**src/rtl/fetch_unit.sv**
```systemverilog
// fetch_unit: PC generation, single-outstanding imem fetch and a DEPTH-entry
// instruction buffer presented to decode through a valid/ready handshake.
module fetch_unit #(
    parameter logic [15:0] RESET_PC  = 16'h0000,
    parameter int unsigned DEPTH     = 2,
    parameter logic [15:0] NOP_INSTR = 16'h0800
) (
    input  logic        clk,
    input  logic        rst,
    output logic        imem_req,
    output logic [15:0] imem_addr,
    input  logic        imem_ack,
    input  logic [15:0] imem_data,
    output logic [15:0] instr,
    output logic [15:0] instr_pc,
    output logic [15:0] pc_plus2,
    output logic        instr_valid,
    input  logic        instr_ready,
    input  logic        redirect,
    input  logic [15:0] redirect_pc,
    output logic        halted
);
    localparam int unsigned PW = $clog2(DEPTH);
    localparam int unsigned CW = PW + 1;
    localparam logic [CW-1:0] FULL = CW'(DEPTH);

    typedef enum logic [1:0] {RUN, HALT_WAIT, HALTED} state_e;

    state_e        state_q, state_d;
    logic          req_q, req_d;
    logic [15:0]   addr_q, addr_d;
    logic [15:0]   pc_q, pc_d;
    logic          discard_q, discard_d;
    logic          halted_q, halted_d;
    logic [PW-1:0] wr_q, wr_d;
    logic [PW-1:0] rd_q, rd_d;
    logic [CW-1:0] cnt_q, cnt_d;
    logic [15:0]   data_q [DEPTH];
    logic [15:0]   tag_q  [DEPTH];
    logic          ack, push, pop;

    assign ack         = req_q & imem_ack;
    assign push        = ack & ~discard_q & ~redirect;
    assign instr_valid = (cnt_q != '0);
    assign pop         = instr_valid & instr_ready & ~redirect;
    assign instr       = instr_valid ? data_q[rd_q] : NOP_INSTR;
    assign instr_pc    = instr_valid ? tag_q[rd_q] : 16'h0000;
    assign pc_plus2    = instr_pc + 16'd2;
    assign imem_req    = req_q;
    assign imem_addr   = addr_q;
    assign halted      = halted_q;

    always_comb begin
        state_d   = state_q;
        req_d     = req_q;
        addr_d    = addr_q;
        pc_d      = pc_q;
        discard_d = discard_q;
        wr_d      = wr_q;
        rd_d      = rd_q;
        cnt_d     = cnt_q + CW'(push) - CW'(pop);
        if (push) begin
            wr_d = wr_q + PW'(1);
            pc_d = pc_q + 16'd2;
            if (imem_data[15:11] == 5'b00000) state_d = HALT_WAIT;
        end
        // Nothing is pushed after a HALT, so a HALT at the head is the last word
        if (pop) begin
            rd_d = rd_q + PW'(1);
            if (state_q == HALT_WAIT && instr[15:11] == 5'b00000)
                state_d = HALTED;
        end
        if (ack) discard_d = 1'b0;
        if (req_q) begin
            req_d = ~imem_ack;
        end else if (state_q == RUN && cnt_q < FULL && !redirect) begin
            req_d  = 1'b1;
            addr_d = pc_q;
        end
        // An in-flight request keeps its address; its data is dropped on arrival
        if (redirect) begin
            state_d   = RUN;
            pc_d      = redirect_pc & 16'hFFFE;
            wr_d      = '0;
            rd_d      = '0;
            cnt_d     = '0;
            discard_d = req_q & ~imem_ack;
        end
        halted_d = (state_d == HALTED);
    end

    always_ff @(posedge clk) begin
        if (rst) begin
            state_q   <= RUN;
            req_q     <= 1'b0;
            addr_q    <= RESET_PC;
            pc_q      <= RESET_PC;
            discard_q <= 1'b0;
            halted_q  <= 1'b0;
            wr_q      <= '0;
            rd_q      <= '0;
            cnt_q     <= '0;
        end else begin
            state_q   <= state_d;
            req_q     <= req_d;
            addr_q    <= addr_d;
            pc_q      <= pc_d;
            discard_q <= discard_d;
            halted_q  <= halted_d;
            wr_q      <= wr_d;
            rd_q      <= rd_d;
            cnt_q     <= cnt_d;
        end
    end

    always_ff @(posedge clk) begin
        if (push) begin
            data_q[wr_q] <= imem_data;
            tag_q[wr_q]  <= addr_q;
        end
    end
endmodule

```
**config.mk**
```make
export PLATFORM = sky130hd
export DESIGN_NAME = fetch_unit
export DESIGN_NICKNAME = d
export VERILOG_FILES = /design/src/rtl/fetch_unit.sv
export SDC_FILE = /design/constraint.sdc
export NUM_CORES = 1
export LEC_CHECK = 0
export CORE_ASPECT_RATIO = 2
export CORE_UTILIZATION = 50
export DETAILED_ROUTE_END_ITERATION = 10
export PLACE_DENSITY = 0.81
export SLEW_MARGIN = 20
export SYNTH_ARGS = -nofsm -noshare
export SYNTH_HDL_FRONTEND = slang
export SYNTH_SLANG_ARGS = --single-unit
```
**constraint.sdc**
```tcl
create_clock -name clk -period 3.1 [get_ports clk]
set_clock_uncertainty 0.2 [all_clocks]
set_input_delay 0.465 -clock clk [delete_from_list [all_inputs] [get_ports clk]]
set_output_delay 0.465 -clock clk [all_outputs]
set_load 0.01 [all_outputs]
```
; Yosys cells after proc, flatten, opt, wreduce, memory -nomap -nowiden
; Memory sizes are Yosys's and may differ from the RTL's. A register that Yosys moved wholly into a read port is not among the register bits.
; Cells that the tools add are included.
; W data, S select, Z words.
[totals]
input_bits = 37
mem_bits_rw = 64
ff_bits = 41
elab_cells = 62
n_memories = 2
[mem_list]
columns = memory, words, word_bits, read_ports, rd_clocked_by_memory_dff, write_ports, line
row1 = data_q, 2, 16, 1, 1, 1, 38  ; logic [15:0] data_q [DEPTH];
row2 = tag_q, 2, 16, 1, 1, 1, 39  ; logic [15:0] tag_q [DEPTH];
[op_classes]
n_bitwise = 10
reduce_logical = 12
add_sub_neg = 6
n_mux = 19
eq_ne = 2
n_lt_le_gt_ge = 1
[ops]
columns = operator, count
row1 = $mux W16, 4
row2 = $add A16 B2 Y16 const B, 2
row3 = $logic_not A5 Y1, 2
row4 = $mux W1, 10
row5 = $mux W2, 5
row6 = $and A1 B1 Y1, 6
row7 = $reduce_bool A2 Y1, 3
row8 = $not A1 Y1, 4
row9 = $logic_and A1 B1 Y1, 3
row10 = $add A1 B1 Y1 const B, 2
row11 = $add A2 B1 Y2, 1
row12 = $eq A2 B1 Y1 const B, 1
row13 = $eq A2 B2 Y1 const B, 1
row14 = $logic_not A2 Y1, 1
row15 = $lt A2 B2 Y1 const B, 1
row16 = $reduce_and A2 Y1, 1
row17 = $reduce_or A2 Y1, 1
row18 = $sub A2 B1 Y2, 1
row19 = $logic_not A1 Y1, 1

; Logic depth before layout (Yosys ltp)
; Gate-level depths: netlist (run 1).
[depth]
depth_word = 8
ltp_mapped = 11
mapped_depth_nobuf = 10

; Least setup slack after synthesis (run 1)
; Ideal clock, no wire load.
[synth_timing]
path_type = register -> register
start = register req_q (netlist: imem_req)
end = memory data_q[0][0], enable pin
arrival_time_ns = 2.371
setup_slack_ns = 0.110
path_buffers = 1
t_required_ns = 2.481
path_stages_with_launch = 6
period_less_slack_ns = 2.990
path_cell_list = dfxtp_1 buf_4 nand2_1 nor3_1 inv_2 nor2_1
[synth_between]
elab_chain_cells = 5
[synth_lines]
columns = item, line
row1 = start: declaration, 30  ; logic req_q, req_d;
row2 = start signal: assignment, 105  ; req_q <= req_d;
row3 = $and A1 B1 Y1, 42  ; assign ack = req_q & imem_ack;
row4 = $and A1 B1 Y1 (2 in series), 43  ; assign push = ack & ~discard_q & ~redirect;
row5 = $mux W1, 117  ; if (push) begin
row6 = $mux W1 (implied by the code), 118  ; data_q[wr_q] <= imem_data;
row7 = end: declaration, 38
; Every way passes these cells.

==> run metrics, run 1 <==
final worst path period share=0.9611; routed vias/inst=5.646; n_diodes=0; Non-Filler Instances=608; LEAKAGE=2.098 nW; Max Clk Rate=0.3356 GHz; Congestion Overflow GR=0; GPL Wtd Cong=0.9319; Clk pwr share=0.380; Starting DRT DRC Count=181; initial core utilization=0.5145; worst-path fanout max=4; Core Area=9012 um^2; initial antenna violation count=0; asr flop ratio synth=0; Worst R2R Start=cnt_q[1]$_SDFF_PP0_; Register Area=2665 um^2; post-synthesis compound-gate area fraction=0.06476; Tmin final=2.980 ns; post-place setup slack=0.02272 ns; Peak supply drop=327.9 uV; clk root buf=clkbuf_16; Pre-antenna DRT Iters=4; Hold Fails Final Rpt=0; WL final=9896 um; DRC Markers=0; Clock Sinks=102; nets=542; placed insts=592; Switching Share=0.2102; final hold slack=0.2923 ns; postcts setup bufs=0; vias=3,433; max_cap viols=0; CTS clock-pin slew for the worst setup and hold paths=0.06 ns; EDFF count, synth=62; pwr dens=458.6 nW/um^2; die width=70.10 um; Routed Antenna Nets=0; commonest non-fill, non-tap cells in the layout=91 x clkdlybuf4s50_1, 62 x edfxtp_1, 61 x nor2_1; DP HPWL=7238 um; combinational power share=0.078; fillers=675; layout cells sized above 1=0.09881; Skew-Pair Late Insertion Delay=0.34 ns; Final Core Density=0.6736; Total Routing Usage GR=0.2155; Seq/Total Area, Yosys=0.5742; vias in the first global route=3,373; Final setup viols=0; first-pass GRT wire length=16,350 um; setup TNS=0 ns; Slowest Stage Delay on Critical Path=0.34 ns; boundary pin count=104; multi-input logic area=1841 um^2; adder-cell share of the synthesized area=0.01079; mux cell area share after synthesis=0.1044; Slew headroom=0.6097; largest family of logic cells by synthesized area=simple AND/OR/NAND/NOR gates; Yosys warning total=0; critical path launch point type=register; largest net degree at the start of global routing=34; most common cell after layout, fill and taps aside=clkdlybuf4s50_1; Syn Inst Count=398; Synth Area in Simple Gates=0.1646; endpoint type of the worst setup path=output pin; measured slew at the worst slew-check pin=0.5801 ns; Crit Path Category=reg2out; worst min path class=reg2reg; Max stage delay cell, worst path=dfxtp_2; synth unique cells=55; Synth Cell Area=4637 um^2; Row Count=49; Avg Cell Area, Syn=11.65 um^2; area delta synth->final=30.92%; worst path arrival time=2.31 ns; final worst slack=0.1205 ns; WP data required=2.43 ns; Yosys reg bits=102; Post-synth top flop=edfxtp_1; Hold Path Origin=imem_addr[6]$_SDFFE_PP0P_; Final Max Slew Viols=0; internal power=2.199 mW; hold-fix buffer count after cts=0; sw power=0.5851 mW; status=finished clean; area of the die=9686 um^2; post-synthesis xor/xnor area fraction=0.04155; CTS Buf Count=9; sequential share of power=0.542; H-tree levels=3; maximum clock path buffer count=2; CTS tree=built; crit-path cells=mux2i_1 -> or2_2 -> inv_2 -> ha_4 -> o21ai_1 -> a211oi_2 -> buf_4 -> nand4_1 -> xnor2_1 -> buf_2; die extent in y=138.2 um; IO buf count=99; unrepaired setup endpoints after global routing=no; per-cell routed wire length=16.28 um
[final cells by class]
cell class                      count  area share
Sequential cell                   102      0.4390
Multi-Input combinational cell    266      0.3032
Timing Repair Buffer              113      0.1851
Clock buffer                        9     0.03710
Tap cell                          102     0.02102
Clock inverter                      7    0.009068
Inverter                            9    0.005565
[cells in the mapped netlist, types with 2 or more instances]
cell type | instances | area, um^2
nand2b_1 | 2 | 12.51
buf_4 | 5 | 37.54
or2_2 | 2 | 12.51
nor4_1 | 5 | 31.28
ha_1 | 4 | 50.05
a211oi_2 | 3 | 37.54
or3_1 | 3 | 18.77
a311oi_1 | 3 | 26.28
buf_6 | 2 | 22.52
a211oi_1 | 6 | 45.04
nor3b_1 | 2 | 15.01
buf_8 | 2 | 30.03
mux2i_1 | 45 | 450.4
nand4b_1 | 2 | 17.52
a21o_1 | 2 | 15.01
nand4_1 | 8 | 50.05
xor2_1 | 6 | 52.55
nand3_1 | 16 | 80.08
xnor2_1 | 16 | 140.1
a211o_1 | 2 | 17.52
nand2_1 | 18 | 67.56
dfxtp_1 | 40 | 800.8
clkbuf_1 | 10 | 37.54
nand3b_1 | 5 | 37.54
or4_4 | 2 | 22.52
o31a_1 | 2 | 17.52
edfxtp_1 | 62 | 1862
buf_2 | 3 | 15.01
nor2_1 | 62 | 232.7
o21ai_0 | 10 | 50.05
nor3_1 | 9 | 45.04
a21oi_1 | 9 | 45.04
inv_1 | 8 | 30.03
[sequential cells by signal, summed over array words and instances, names as in the netlist, named ones only]
signal / count
cnt_q: 2
data_q: 32
discard_q: 1
halted: 1
imem_addr: 15
imem_req: 1
pc_q: 15
rd_q: 1
state_q: 2
tag_q: 30
wr_q: 1
[final timing paths]
kind / endpoint / slack [ns] / depth (start not counted)
hold / removal: tag_q[1][6]$_DFFE_PP_ / 0.29 / 0
setup reg to reg: cnt_q[1]$_SDFF_PP0_ / 0.68 / 11
hold reg to reg: tag_q[1][6]$_DFFE_PP_ / 0.29 / 0
setup / recovery: pc_plus2[13] / 0.12 / 10
[critical path, delay by kind of cell, from the launching register on]
family,cells,cell delay [ns]
and+or+nand+nor,2,0.42
DFF,1,0.34
AOI/OAI and AO/OA,2,0.30
muxes,1,0.11
adders and majority gates,1,0.13
xor gates and xnor gates,1,0.23
buffers and inverters,3,0.45
[stage by stage]
stage,power (mW),area (um^2)
final,2.784,6071
after global routing,2.880,6071
after CTS,2.808,6033
after detailed placement,1.753,5751
after global placement,1.746,5751
after floorplan,1.643,4644
[power by group through the flow]
| stage | Combinational [mW] | Sequential (mW) | Clock (mW) |
|---|---|---|---|
| after floorplan | 0.115 | 1.53 | 0 |
| after global placement | 0.212 | 1.53 | 0 |
| after detailed placement | 0.217 | 1.54 | 0 |
| after CTS | 0.219 | 1.51 | 1.08 |
| after global routing | 0.238 | 1.51 | 1.13 |
| final | 0.219 | 1.51 | 1.06 |
[layer usage]
layer	vias to the layer above	wire length, um	GRT usage
met1	1631	3602	0.2249
met3	29	376	0.03353
met2	128	5581	0.4008
met4	0	336	0.1158
li1	1645	-	-
met5	-	0	0
[repair_timing]
item / in CTS / in global routing
gates resized for setup: 17 / 9
setup endpoints to repair: 10 / 10
pin swaps: 5 / 3
[cells by family after synthesis]
kind of cell | count (synthesis)
and+or+nand+nor | 147
DFF | 102
muxes | 47
AOI/OAI and AO/OA | 43
buffers and inverters | 32
xor gates and xnor gates | 22
adders and majority gates | 4
other | 1
Power figures use the tool's default switching activity.
==> run 2, diff against run 1 <==
==> constraint.sdc (replaced) <==
create_clock -name clk -period 3.1 [get_ports clk]
set_clock_uncertainty 0.2 [all_clocks]
set_input_delay 0.93 -clock clk [delete_from_list [all_inputs] [get_ports clk]]
set_output_delay 0.93 -clock clk [all_outputs]
set_load 0.01 [all_outputs]
==> run 2 against run 1 <==
- the flow now finishes with violations (setup timing)
- power increased by 0.30%
- wire length is 7.3% higher
- critical path depth is 1 higher
- sequential power hardly changed
==> run metrics, run 2 (synthesized netlist as in run 1, its figures left out) <==
Biggest register=data_q; unrepaired setup endpoints after global routing=yes; Congestion Overflow GR=0; Routed Antenna Nets=0; Row Count=49; boundary pin count=104; area of the die=9686 um^2; Hold Path Origin=imem_addr[7]$_SDFFE_PP0P_; largest registers=data_q x32, tag_q x30; Core Area=9012 um^2; pwr dens=442.4 nW/um^2; vias=3,572; CTS Buf Count=9; Hold Crit Endpoint=tag_q[0][7]$_DFFE_PP_; Max stage delay cell, worst path=dfxtp_4; Max Clk Rate=0.3069 GHz; Switching Share=0.2175; routed vias/inst=5.670; maximum clock path buffer count=2; die width=70.10 um; Slowest Stage Delay on Critical Path=0.37 ns; internal power=2.185 mW; cell mode on critical path=buf_4; worst-path fanout max=5; worst min path class=reg2reg; r2r worst-path depth=4; clk root buf=clkbuf_16; sw power=0.6073 mW; post-layout instance area=6312 um^2; final worst slack=-0.1582 ns; critical path launch point type=register; Largest register FFs=32; max_cap viols=0; DRC Markers=0; post-place setup slack=-0.2788 ns; Hold Fails Final Rpt=0; layout cells sized above 1=0.1913; first-pass GRT wire length=16,900 um; hold depth=0; final worst path period share=1.051; hold-fix buffer count after cts=0; Worst Path Buf+Inv=4; worst path arrival time=2.13 ns; Slew headroom=0.6098; Pre-antenna DRT Iters=5; final hold slack=0.2898 ns; Worst R2R Start=pc_q[3]$_SDFFE_PP0P_; measured slew at the worst slew-check pin=0.5800 ns; Crit Path Category=reg2out; die extent in y=138.2 um; Skew-Pair Late Insertion Delay=0.34 ns; n_diodes=0; per-cell routed wire length=16.85 um; sequential share of power=0.540; area delta synth->final=36.13%; endpoint type of the worst setup path=output pin; LEAKAGE=2.292 nW; initial core utilization=0.5145; nets=564; H-tree levels=3; CTS clock-pin slew for the worst setup and hold paths=0.06 ns; DP HPWL=7596 um; Total Routing Usage GR=0.2234; crit-path cells=mux2i_1 -> or2_4 -> inv_4 -> ha_4 -> o21ai_2 -> a211oi_2 -> buf_4 -> buf_4 -> nand3_4 -> xnor2_2 -> buf_2; initial antenna violation count=0; Clk pwr share=0.378; status=finished, violations left; violated checks=setup timing; combinational power share=0.082; Top delay family on crit path=buffers and inverters; most common cell after layout, fill and taps aside=clkdlybuf4s50_1; Final setup viols=5; commonest non-fill, non-tap cells in the layout=82 x clkdlybuf4s50_1, 62 x edfxtp_1, 54 x nor2_1; Starting DRT DRC Count=213; R2R Path End=pc_q[13]$_SDFFE_PP0P_; Tmin final=3.258 ns; Peak supply drop=420.5 uV; GPL Wtd Cong=0.9025; r2r setup slk=0.73 ns; WP data required=1.97 ns; largest net degree at the start of global routing=32; placed cell area=5944 um^2; IO buf count=99; Final Max Slew Viols=0; vias in the first global route=3,489; Clock Sinks=102; Final Core Density=0.7004; CTS tree=built; WL final=10,620 um; PnR Total Power=2.792 mW
==> run 2: cell count changes in the layout (fill, tap and decap cells not counted), sizes merged <==
cell and delta:
buf +30, bufinv -1, clkbuf +3, clkdlybuf4s15 -1
clkdlybuf4s50 -9, clkinv -2, clkinvlp +1, dlygate4sd2 +1
==> run 2: what timing repair did <==
action	CTS	global route
buffers inserted	3	1
endpoints found under the hold margin	0	0
resized for setup	51	19
endpoints found under the setup margin	27	19
pin swaps	12	5
==> run 2: per-stage QoR <==
step                cells  setup TNS (ns)
CTS                   629         -0.5374
global route          630          -1.320
floorplan             400         -0.2449
detailed placement    610          -1.849
global placement      610          -1.220
finish                630         -0.5520
==> run 2: area by class of cell <==
class                   instances  area [um^2]
clock buffers                  11        254.0
clock inverters                 5        33.78
fillers                       643         2700
inverters                       9        36.28
multi-input cells             266         1933
flip-flops and latches        102         2666
well taps                     102        127.6
repair buffers                135         1261
==> run 2: power by group through the flow <==
stage	Clock (mW)	Combinational, mW	Sequential, mW
after floorplan	0	0.117	1.53
after CTS	1.07	0.228	1.51
final	1.06	0.228	1.51
after global placement	0	0.221	1.53
after detailed placement	0	0.226	1.54
after global routing	1.13	0.247	1.51
==> run 2: how the worst max path moves through the flow <==
stage / end / slack, ns / cells past startpoint
6_report: pc_plus2[9] / -0.16 / 11
5_1_grt: pc_plus2[15] / -0.27 / 10
4_1_cts: pc_plus2[15] / -0.16 / 10
3_5_place_dp: pc_plus2[15] / -0.28 / 10
3_3_place_gp: pc_plus2[15] / -0.25 / 10
2_1_floorplan: pc_plus2[13] / -0.08 / 11
==> run 2: metal layers <==
layer,track usage,vias to the layer above,part of all wire
li1,-,1698,-
met1,0.2276,1722,0.36
met4,0.1116,0,0.031
met3,0.03061,23,0.034
met5,0,-,0
met2,0.4281,129,0.57
